File: src/rtl/edu_ctrl_seq.sv
// edu_ctrl_seq: self-sequencing EDU controller owning state, layer counters, token pointer and adaptive timeout
module edu_ctrl_seq #(
  parameter int CODE_DIST = 5,
  parameter int AQMEAS_TH = 2,
  parameter int NUM_ROWS = 5,
  parameter int TIMEOUT_INIT = 1,
  parameter int TIMEOUT_LIMIT = 4,
  parameter int SKIP_EN = 0,
  parameter int OPCODE_BW = 4,
  parameter logic [OPCODE_BW-1:0] RUN_ESM_OPCODE = OPCODE_BW'(4'h3),
  localparam int RB = $clog2(CODE_DIST),
  localparam int PB = $clog2(NUM_ROWS),
  localparam int TB = $clog2(TIMEOUT_LIMIT+1)
) (
  input  logic                 clk,
  input  logic                 rst_n,
  input  logic                 pchinfo_valid,
  input  logic                 pchwr_stall,
  input  logic                 pchinfo_taken,
  input  logic [OPCODE_BW-1:0] piu_opcode,
  input  logic                 aqmeas_valid,
  input  logic [NUM_ROWS-1:0]  row_head_vec,
  input  logic                 global_tokenmatch,
  input  logic                 global_errormatch,
  input  logic                 global_measmatch,
  output logic [1:0]           state,
  output logic [PB-1:0]        token_row,
  output logic [RB-1:0]        round_counter,
  output logic [TB-1:0]        timeout_th,
  output logic                 wr_pireg,
  output logic                 rst_pireg,
  output logic                 pop_aqmeasbuf,
  output logic                 shift_token,
  output logic                 token_finish,
  output logic                 layer_retry,
  output logic                 layer_finish,
  output logic                 wr_zeroesm,
  output logic                 esm_finish,
  output logic                 rst_cellstate,
  output logic                 next_valid,
  output logic                 set_measerr_flag,
  output logic                 set_last_measerr_flag,
  output logic                 apply_aqmeas_flip
);
  localparam int AB = $clog2(AQMEAS_TH+1);
  typedef enum logic [1:0] {READY, TOKENALLOC, ERRORPAIRING, WAITING} state_t;
  state_t st, st_nx;
  logic [AB-1:0] aq_cnt;
  logic [TB-1:0] timeout_cnt;
  logic [PB-1:0] skip_start, skip_next, row_start, row_next;
  logic skip_above, row_last, esm_head, in_ta, in_ep, in_idle, aq_full;
  logic go_ta, ep_exit, wait_rnd, last_rnd, load_row, adv_row;
  assign state = st;
  assign esm_head = |row_head_vec;
  assign in_ta = st == TOKENALLOC;
  assign in_ep = st == ERRORPAIRING;
  assign in_idle = st == READY || st == WAITING;
  assign aq_full = int'(aq_cnt) == AQMEAS_TH;
  assign go_ta = in_idle && aq_full;
  // descending scan leaves the lowest head overall and the lowest head above the pointer
  always_comb begin
    skip_start = '0;
    skip_next = token_row;
    skip_above = 1'b0;
    for (int i = NUM_ROWS-1; i >= 0; i--) begin
      if (row_head_vec[i]) skip_start = PB'(i);
      if (row_head_vec[i] && i > int'(token_row)) begin
        skip_next = PB'(i);
        skip_above = 1'b1;
      end
    end
  end
  assign row_start = SKIP_EN != 0 ? skip_start : '0;
  assign row_next = SKIP_EN != 0 ? skip_next : token_row + 1'b1;
  assign row_last = SKIP_EN != 0 ? ~skip_above : int'(token_row) == NUM_ROWS - 1;
  assign wr_pireg = rst_n & pchinfo_valid & (piu_opcode == RUN_ESM_OPCODE) & ~pchwr_stall;
  assign rst_pireg = rst_n & pchinfo_taken;
  assign pop_aqmeasbuf = rst_n & aqmeas_valid & in_idle & (int'(aq_cnt) < AQMEAS_TH);
  assign shift_token = in_ta;
  assign token_finish = in_ta & ~global_tokenmatch & (~esm_head | row_last);
  assign layer_retry = token_finish & esm_head & (int'(timeout_th) < TIMEOUT_LIMIT);
  assign layer_finish = token_finish & ~layer_retry;
  assign wait_rnd = int'(round_counter) < CODE_DIST - AQMEAS_TH;
  assign last_rnd = int'(round_counter) == CODE_DIST - 1;
  assign esm_finish = layer_finish & ~wait_rnd & last_rnd;
  assign next_valid = esm_finish;
  assign wr_zeroesm = layer_finish & ~wait_rnd & ~last_rnd;
  assign ep_exit = in_ep & ((timeout_cnt == timeout_th) | global_errormatch | global_measmatch);
  assign rst_cellstate = ep_exit;
  assign set_measerr_flag = token_finish & esm_head & (int'(round_counter) >= AQMEAS_TH - 1) &
                            (int'(round_counter) < CODE_DIST) & (int'(timeout_th) == TIMEOUT_LIMIT);
  assign set_last_measerr_flag = set_measerr_flag & last_rnd;
  assign apply_aqmeas_flip = st_nx == READY;
  assign load_row = go_ta | ep_exit | layer_retry | wr_zeroesm;
  assign adv_row = in_ta & ~global_tokenmatch & ~token_finish;
  always_comb begin
    st_nx = st;
    if (go_ta || ep_exit) st_nx = TOKENALLOC;
    else if (in_ta && global_tokenmatch) st_nx = ERRORPAIRING;
    else if (layer_finish) st_nx = wait_rnd ? WAITING : (last_rnd ? READY : TOKENALLOC);
  end
  always_ff @(posedge clk or negedge rst_n)
    if (!rst_n) begin
      st <= READY;
      aq_cnt <= '0;
      round_counter <= '0;
      timeout_cnt <= '0;
      timeout_th <= TB'(TIMEOUT_INIT);
      token_row <= '0;
    end else begin
      st <= st_nx;
      aq_cnt <= pop_aqmeasbuf ? aq_cnt + 1'b1 : (layer_finish && aq_cnt != '0) ? aq_cnt - 1'b1 : aq_cnt;
      round_counter <= layer_finish ? (last_rnd ? '0 : round_counter + 1'b1) : round_counter;
      timeout_cnt <= (in_ep && !ep_exit) ? timeout_cnt + 1'b1 : '0;
      timeout_th <= layer_retry ? timeout_th + 1'b1 : layer_finish ? TB'(TIMEOUT_INIT) : timeout_th;
      token_row <= load_row ? row_start : adv_row ? row_next : token_row;
    end
endmodule

File: config.mk
export PLATFORM = sky130hd
export DESIGN_NAME = edu_ctrl_seq
export DESIGN_NICKNAME = d
export VERILOG_FILES = /design/src/rtl/edu_ctrl_seq.sv
export SDC_FILE = /design/constraint.sdc
export NUM_CORES = 1
export LEC_CHECK = 0
export BUFFER_PORTS_ARGS = -buffer_cell sky130_fd_sc_hd__buf_4
export CORE_MARGIN = 10
export CORE_UTILIZATION = 45
export DETAILED_ROUTE_END_ITERATION = 10
export PLACE_DENSITY_LB_ADDON = 0.12
export SLEW_MARGIN = 15
export SYNTH_ARGS = -nofsm -noshare
export SYNTH_HDL_FRONTEND = slang
export SYNTH_SLANG_ARGS = --single-unit
File: constraint.sdc
create_clock -name clk -period 1.8 [get_ports clk]
set_input_delay 0.09 -clock clk [delete_from_list [all_inputs] [get_ports clk]]
set_output_delay 0.09 -clock clk [all_outputs]
set_load 0.005 [all_outputs]
# Word level (Yosys, flattened, before mapping)
# Cells that the tools add are included.
dict set report classes {
  addsub 6
  magnitude_cmp 5
  n_eq_ne 9
  n_mux 13
  bitwise_logic 34
  n_reduce_logical 14
}
# operator count
set op_table {}
lappend op_table {{bitwise AND 1 bit} 21}
lappend op_table {{2-to-1 mux 3 bit} 6}
lappend op_table {{adder 3 x 1 -> 3 bit, second input constant} 4}
lappend op_table {{2-to-1 mux 2 bit} 6}
lappend op_table {{== test 3 bit, second input constant} 3}
lappend op_table {{nonzero test 2 bit} 4}
lappend op_table {{inverter 1 bit} 7}
lappend op_table {{== test 2 bit, second input constant} 3}
lappend op_table {{< comparator 3 bit, second input constant} 2}
lappend op_table {{OR 1 bit} 6}
lappend op_table {{OR reduction 5 bit} 1}
lappend op_table {{== test 4 x 2 -> 1 bit, second input constant} 1}
lappend op_table {{logical AND 1 bit} 4}
lappend op_table {{zero test 2 bit} 2}
lappend op_table {{== test 3 bit} 1}
lappend op_table {{>= comparator 3 x 1 -> 1 bit, second input constant} 1}
lappend op_table {{< comparator 3 x 2 -> 1 bit, second input constant} 1}
lappend op_table {{adder 2 x 1 -> 2 bit, second input constant} 1}
lappend op_table {{== test 2 x 1 -> 1 bit, second input constant} 1}
lappend op_table {{logical OR 1 bit} 2}
lappend op_table {{< comparator 2 bit, second input constant} 1}
lappend op_table {{subtractor 2 x 1 -> 2 bit, second input constant} 1}
lappend op_table {{zero test 1 bit} 1}
lappend op_table {{2-to-1 mux 1 bit} 1}
dict set report totals {
  ff_bits 16
  input_bits 18
  out_inout_bits 25
  elab_cells 87
}

# Longest topological paths before layout
# Gate-level depths: netlist of the first run.
dict set report logic_depth {
  depth_word 12
  depth_mapped 9
  ltp_nobuf 9
}

# Worst setup path before layout of the first run
# No wires, ideal clock.
dict set report synth_timing {
  path_kind {reg-to-reg}
  from {register st[1], in the netlist state[1]}
  to {register timeout_th[1]}
  setup_ns 0.083
  arrival_ns 1.537
  t_required_ns 1.717
  path_slack_ns 0.181
  path_stages_with_launch 8
  n_path_buf 0
  synth_period_minus_slack_ns 1.619
  path_cell_list {dfrtp_1 -> inv_1 -> ha_1 -> and2b_1 -> o21ai_0 -> nor3_1 -> nand2_1 -> o21ai_0}
}
dict set report synth_via {
  elab_chain_len 8
  elab_cells_between_ends 9
  classes_between {eq/ne (1); mux (1); bitwise (6); reduce/logical (1)}
}
# item line
set synth_lines {}
lappend synth_lines {{start: declaration} 47} ;# state_t st, st_nx;
lappend synth_lines {{start signal: assignment} 111} ;# st <= st_nx;
lappend synth_lines {{== test 2 x 1 -> 1 bit *} 55} ;# assign in_ta = st == TOKENALLOC;
lappend synth_lines {{via shift_token} 33} ;# output logic shift_token,
lappend synth_lines {{bitwise AND 1 bit * (2 in series)} 80} ;# assign token_finish = in_ta & ~global_tokenmatch & (~esm_head | row_last);
lappend synth_lines {{bitwise AND 1 bit * (2 in series)} 81} ;# assign layer_retry = token_finish & esm_head & (int'(timeout_th) < TIMEOUT_LIMIT);
lappend synth_lines {{via layer_retry} 35} ;# output logic layer_retry,
lappend synth_lines {{inverter 1 bit} 82} ;# assign layer_finish = token_finish & ~layer_retry;
lappend synth_lines {{bitwise AND 1 bit} 82}
lappend synth_lines {{nonzero test 2 bit (no source line)} --}
lappend synth_lines {{end signal: assignment} 108} ;# timeout_th <= TB'(TIMEOUT_INIT);
lappend synth_lines {{end signal: assignment} 115} ;# timeout_th <= layer_retry ? timeout_th + 1'b1 : layer_finish ? TB'(TIMEOUT_INIT) : timeout_th;
lappend synth_lines {{end: declaration} 29} ;# output logic [TB-1:0] timeout_th,
# The timed path passes the listed nets; every way through them passes the cells marked *.
# A chain may end at the register's enable or synchronous reset.

# Worst setup path in the final report of the first run
dict set report layout_timing {
  from {register token_row[1]}
  to {output apply_aqmeas_flip}
}
dict set report layout_via {
  elab_chain_len 11
}
# item line
set layout_lines {}
lappend layout_lines {{start: declaration} 27} ;# output logic [PB-1:0] token_row,
lappend layout_lines {{start signal: assignment} 116} ;# token_row <= load_row ? row_start : adv_row ? row_next : token_row;
lappend layout_lines {{== test 3 bit *} 75} ;# assign row_last = SKIP_EN != 0 ? ~skip_above : int'(token_row) == NUM_ROWS - 1;
lappend layout_lines {{OR 1 bit *} 80}
lappend layout_lines {{bitwise AND 1 bit *} 80}
lappend layout_lines {{bitwise AND 1 bit (2 in series)} 81}
lappend layout_lines {{inverter 1 bit} 82}
lappend layout_lines {{bitwise AND 1 bit *} 82}
lappend layout_lines {{2-to-1 mux 2 bit *} 100} ;# else if (layer_finish) st_nx = wait_rnd ? WAITING : (last_rnd ? READY : TOKENALLOC);
lappend layout_lines {{2-to-1 mux 2 bit *} 99} ;# else if (in_ta && global_tokenmatch) st_nx = ERRORPAIRING;
lappend layout_lines {{2-to-1 mux 2 bit *} 98} ;# if (go_ta || ep_exit) st_nx = TOKENALLOC;
lappend layout_lines {{via st_nx[0]} 47}
lappend layout_lines {{zero test 2 bit *} 93} ;# assign apply_aqmeas_flip = st_nx == READY;
lappend layout_lines {{end: declaration} 43} ;# output logic apply_aqmeas_flip
# Marked as above.

==> results of run 1 <==
stage by stage:
step	util	power, mW	worst slack, ns
floorplan	-	1.236	0.1806
global placement	0.6543	1.720	0.1145
detailed placement	0.6543	1.772	0.04520
CTS	0.7098	2.103	-0.1584
global route	0.7703	2.505	-0.2679
finish	0.7703	2.318	-0.1893
area by class of cell:
cell class,instances,area (sq um),share of cell area
multi-input combinational,91,698.2,0.4020
timing repair buffer,66,513.0,0.2954
sequential,16,402.9,0.2320
inverter,13,61.31,0.03530
tap,28,35.03,0.02017
clock buffer,4,26.28,0.01513
how the worst min path moves through the flow:
stage / depth (start not counted) / to
after floorplan: 0 / aq_cnt[0]
after global placement: 1 / aq_cnt[0]
after detailed placement: 1 / timeout_cnt[1]
after CTS: 3 / state[1]
after global routing: 3 / state[1]
final: 3 / state[1]
metal layers:
layer	share of wire	track usage	routed length, microns
met2	0.49	0.2389	1742
met1	0.42	0.1463	1484
met3	0.080	0.05136	283
met5	0	0	0
met4	0.0048	0.02661	17
cell usage in the layout, fill, tap and decap left out, types with 3 or more instances in the layout:
cell | synthesis | layout
dfrtp_1 | 15 | 14
nand3_1 | 4 | 3
inv_2 | 0 | 5
clkbuf_4 | 0 | 3
ha_1 | 10 | 8
o21ai_0 | 10 | 8
nor2_1 | 12 | 12
buf_4 | 1 | 61
a21oi_1 | 6 | 6
buf_6 | 0 | 4
inv_1 | 12 | 7
nand2_1 | 12 | 10
xnor2_1 | 5 | 5
power groups by stage:
| stage | Combinational (mW) | Clock [mW] | Sequential [mW] |
|---|---|---|---|
| 2_1_floorplan | 0.574 | 0 | 0.663 |
| 3_3_place_gp | 1.07 | 0 | 0.646 |
| 3_5_place_dp | 1.11 | 0 | 0.662 |
| 4_1_cts | 1.25 | 0.210 | 0.639 |
| 5_1_grt | 1.60 | 0.230 | 0.679 |
| 6_report | 1.45 | 0.212 | 0.654 |
cell families (layout without fill, tap and decap cells):
kind of cell / after synthesis / after routing / share of synthesized area
AOI/OAI and AO/OA: 26 / 26 / 0.1611
xor gates and xnor gates: 5 / 5 / 0.04027
adders and majority gates: 10 / 10 / 0.1151
buffers and inverters: 14 / 83 / 0.06329
DFF: 16 / 16 / 0.3694
muxes: 2 / 2 / 0.01841
and+or+nand+nor: 48 / 48 / 0.2325
tightest hold or removal path, stage by stage:
cell and delay (ns):
buf_4 0.12, nand2_1 0.08, a21boi_0 0.09
flip-flops by register name (all words and copies together), names as in the netlist:
name	count
timeout_cnt	3
round_counter	3
aq_cnt	2
state	2
timeout_th	3
token_row	3
what timing repair did:
| action | in CTS | in global routing |
|---|---|---|
| endpoints found under the setup margin | 7 | 9 |
| buffers inserted | 8 | 9 |
| hold buffers | 1 | 0 |
| hold endpoints to repair | 16 | 0 |
| pin swaps | 5 | 5 |
| resized for setup | 10 | 19 |
| cloned | 0 | 0 |
==> flow_summary.toml, run 1 <==
[run_status]
status = "finished with violations"
violations = "negative setup slack"

[sta]
drv_slew = 0
finClkSkew_ns = 0.02122
whs_ns = 0.1112
tns_ns = -0.6693
fmax_mhz = 502.7
period_share = 1.105
slew_headroom = 0.8083
tightest_slew_ns = 0.2851
setup_viol = 6
period_needed_ns = 1.989
hold_viol = 0
rsz0062_at_grt = "true"
setup_ws_ns = -0.1893

[floorplan]
io_pins = 43
core_sq_um = 2255
rows = 17
die-width_microns = 69.16
dieArea_sq_um = 4782
die_h_microns = 69.16
initial_utilization = 0.4822

[power_and_ir_drop]
internal-power_mw = 1.346
swShare = 0.4195
peakVddDrop_mv = 0.9749
total_leakage_power_nw = 0.8699
p_switching_mw = 0.9722
pwr-share-comb = 0.626
p_per_area_nw_per_um2 = 1335
pwr-share-clk = 0.091
power_frac_seq = 0.282

[drt]
drc = 0
wl_per_cell_microns = 16.18
drtIter0Drc = 51
antenna_left = 0
vias_per_cell = 5.202
via_count = 1134
drt-total-wl_mm = 3.527
dr.pass1.iters = 4

[global_routing]
grt.overflow.total = 0
grt_pass1_vias = 1187
grt_pass1_wl_mm = 5.520
antenna_found_initial = 0
grt_max_degree = 21
grt_usage = 0.1342

[critical_path]
cp_num_buf_inv = 3
worstSetupPathType = "reg2out"
critical_path_depth = 10
path_delay_family = "simple AND/OR/NAND/NOR gates"
crit_top_cell = "nand2_4"
critPathCapture = "apply_aqmeas_flip"
required_ns = 1.71
cpPeakStageDelay_ns = 0.42
startpoint = "token_row[1]"
critPathMaxFanout = 4
cp_slowest_cell = "dfrtp_1"
worstPathArrival_ns = 1.90
end_kind = "primary output"
timing.rr.start = "token_row[1]"
r2r_cells = 11
worstReg2RegEnd = "round_counter[1]"
ff2ff_setup_slack_ns = 0.11
path_cells = "inv_2, ha_4, nand2_4, o22a_2, nand2b_4, clkinv_8, nand2_4, o211ai_2, and3b_1, buf_4"
critPathLaunchType = "flop"

[yosys]
ys.warnings.count = 0
avgSynthCellArea_sq_um = 8.986
yosys.cell_types.count = 40
synth_seq_area_share = 0.3694
async_flop_share = 1.000
synthTopCellsByArea = "dfrtp_1 35%, ha_1 12%, o21ai_0 4.6%, inv_1 4.1%, nand2_1 4.1%"
synth_top_cell_by_area = "dfrtp_1"
syn_inst = 121
synth_top_area_frac = 0.3452
synth.net_count = 149
ys_top_cells_by_count = "15 x dfrtp_1, 12 x inv_1, 12 x nand2_1, 12 x nor2_1"
synth_edf_count = 0
synth-seq-cells = 16
syn_area_sq_um = 1087
yosysMostFrequentCell = "dfrtp_1"
synth_flop_cell = "dfrtp_1"

[clock_network]
clkTransAtPathRegs_ns = 0.11
clkSinkCount = 16
cts_made_buffers = 3
clk_root_buffer_cell = "clkbuf_4"
cts_tree = "built"
clock_latency_ns = 0.31
htree_levels = 1
clock_tree.buffer_depth = 2

[placed_design]
placed_cells = 196
placed_area_sq_um = 1475
gp_congestion = 0.8222
port_buffers = 42
dp_hpwl_mm = 2.484

[finish]
final_cells = 218
num-fill-cells = 168
final_area_sq_um = 1737
finalNetCount = 219
num_antenna_cells = 0
drive_above_1_share = 0.4947
syn2layout_area_growth_pct = 59.72

[min_path]
hp-class = "in2reg"
hp-start = "global_tokenmatch"

[job]
drv_cap = 0
Note: power is estimated with default switching activity, not from simulation.
==> run 2, diff against run 1 <==
--- a/config.mk
+++ b/config.mk
@@ -10,7 +10,9 @@
 export CORE_UTILIZATION = 45
 export DETAILED_ROUTE_END_ITERATION = 10
 export PLACE_DENSITY_LB_ADDON = 0.12
+export SETUP_SLACK_MARGIN = 0.1
 export SLEW_MARGIN = 15
 export SYNTH_ARGS = -nofsm -noshare
 export SYNTH_HDL_FRONTEND = slang
 export SYNTH_SLANG_ARGS = --single-unit
+export TNS_END_PERCENT = 100
==> run 2 against run 1 <==
The run still ends with negative setup slack left. Critical path type unchanged. Sequential power fell by 0.6%. Clock-buffer cell count is the same. Fmax shrank 2.0%. Clock power hardly changed. Largest power group unchanged. Setup slack lost 0.041 ns. Sequential share of layout area shrank 0.68 points. Cell count up 1.8%. Non-clock buffer count grew 4. Core utilization up 2.3 points. Combinational power increased by 8%. First-iteration DRC count up 2.0%.
==> flow_summary.toml, run 2 (same netlist as run 1, synthesis figures left out) <==
[sta]
fmax_mhz = 492.5
whs_ns = 0.1418
period_share = 1.128
finClkSkew_ns = 0.01775
period_needed_ns = 2.031
tightest_slew_ns = 0.4269
slew_headroom = 0.7130
tns_ns = -0.7470
rsz0062_at_grt = "true"
hold_viol = 0
setup_ws_ns = -0.2305
drv_slew = 0
setup_viol = 8

[drt]
wl_met1_mm = 1.499
antenna_left = 0
dr_wl_met3_microns = 290
drt-total-wl_mm = 3.722
drc = 0
wl_met2_mm = 1.858
vias_per_cell = 5.297
wl_per_cell_microns = 16.77
drtIter0Drc = 52
via_count = 1176
dr.pass1.iters = 5
highest_layer = "met4"

[critical_path]
cp_slowest_cell = "dfrtp_1"
critPathLaunchType = "flop"
worstReg2RegEnd = "token_row[1]"
r2r_cells = 9
startpoint = "token_row[1]"
worstSetupPathType = "reg2out"
ff2ff_setup_slack_ns = -0.02
required_ns = 1.71
path_cells = "inv_2, ha_4, nand2_4, o22a_4, o31ai_1, and3b_1, buf_4"
worstPathArrival_ns = 1.94
timing.rr.start = "state[1]"
critPathMaxFanout = 3
end_kind = "primary output"
cpPeakStageDelay_ns = 0.41

[clock_network]
clkTransAtPathRegs_ns = 0.11
cts_made_buffers = 3
clock_tree.buffer_depth = 2
clock_latency_ns = 0.31
htree_levels = 1
clkSinkCount = 16
cts_tree = "built"
clk_root_buffer_cell = "clkbuf_4"

[global_routing]
grt.overflow.total = 0
grt_pass1_vias = 1228
grt_pass1_wl_mm = 5.727
grt_max_degree = 21
antenna_found_initial = 0
grt_usage = 0.1398

[floorplan]
rows = 17
core_sq_um = 2255
dieArea_sq_um = 4782
die-width_microns = 69.16
io_pins = 43
initial_utilization = 0.4822
die_h_microns = 69.16

[power_and_ir_drop]
total_leakage_power_nw = 0.8930
peakVddDrop_mv = 1.045
p_per_area_nw_per_um2 = 1355

[min_path]
min_path_cells = 3
hp-start = "global_tokenmatch"
hp-class = "in2reg"
hold_end = "state[1]"

[job]
drv_cap = 0

[placed_design]
port_buffers = 42
gp_congestion = 0.8222
dp_hpwl_mm = 2.484
placed_area_sq_um = 1475

[finish]
num_antenna_cells = 0
finalNetCount = 223
utilization = 0.7936
num-fill-cells = 152
final_area_sq_um = 1789
final_common_cell = "buf_4"
final_cell_mix = "64 x buf_4, 14 x dfrtp_1, 12 x nor2_1"
syn2layout_area_growth_pct = 64.56
drive_above_1_share = 0.5103

[run_status]
violations = "negative setup slack"
status = "finished with violations"
==> run 2: layout make-up <==
class,instances,area [sq um],share of cell area
Inverter,13,61.31,0.03427
Sequential cell,16,402.9,0.2252
Multi-Input combinational cell,91,716.9,0.4007
Clock buffer,4,26.28,0.01469
Timing Repair Buffer,70,546.8,0.3056
Tap cell,28,35.03,0.01958
==> run 2: how the worst max path moves through the flow <==
stage                              to  cells after the start
detailed placement  apply_aqmeas_flip                      9
finish              apply_aqmeas_flip                      7
global route        apply_aqmeas_flip                      7
floorplan           apply_aqmeas_flip                      9
global placement    apply_aqmeas_flip                     10
CTS                 apply_aqmeas_flip                     10
==> run 2: per-layer routing <==
metal | up-vias | GRT usage
li1 | 563 | -
met1 | 554 | 0.1514
met2 | 49 | 0.2450
met3 | 10 | 0.05278
met4 | 0 | 0.03991
met5 | - | 0
==> run 2: stage by stage <==
| stage | setup slack (ns) | power, mW | std cells |
|---|---|---|---|
| after global routing | -0.2736 | 2.620 | 222 |
| after global placement | 0.1145 | 1.720 | 196 |
| after CTS | -0.1578 | 2.175 | 214 |
| final | -0.2305 | 2.425 | 222 |
| after detailed placement | 0.04520 | 1.772 | 196 |
| after floorplan | 0.1806 | 1.236 | 121 |
==> run 2: what timing repair did <==
action | 4_1_cts | 5_1_grt
pin swaps | 7 | 6
setup endpoints to repair | 9 | 17
gates resized for setup | 16 | 18
hold endpoints to repair | 16 | 0
hold buffers | 1 | 0
setup buffers | 13 | 9
==> run 2: power by group <==
part           internal, mW  switching [mW]  total [mW]
Sequential            0.502           0.148       0.650
Combinational         0.824           0.742        1.57
Clock                0.0865           0.122       0.209
Total                  1.41            1.01        2.42
==> run 2: critical path, delay by kind of cell (launching register included) <==
kind | cells | cell delay [ns]
simple gates | 2 | 0.28
flops | 1 | 0.41
compound gates | 2 | 0.63
fa+ha+maj | 1 | 0.14
buf+inv | 2 | 0.18
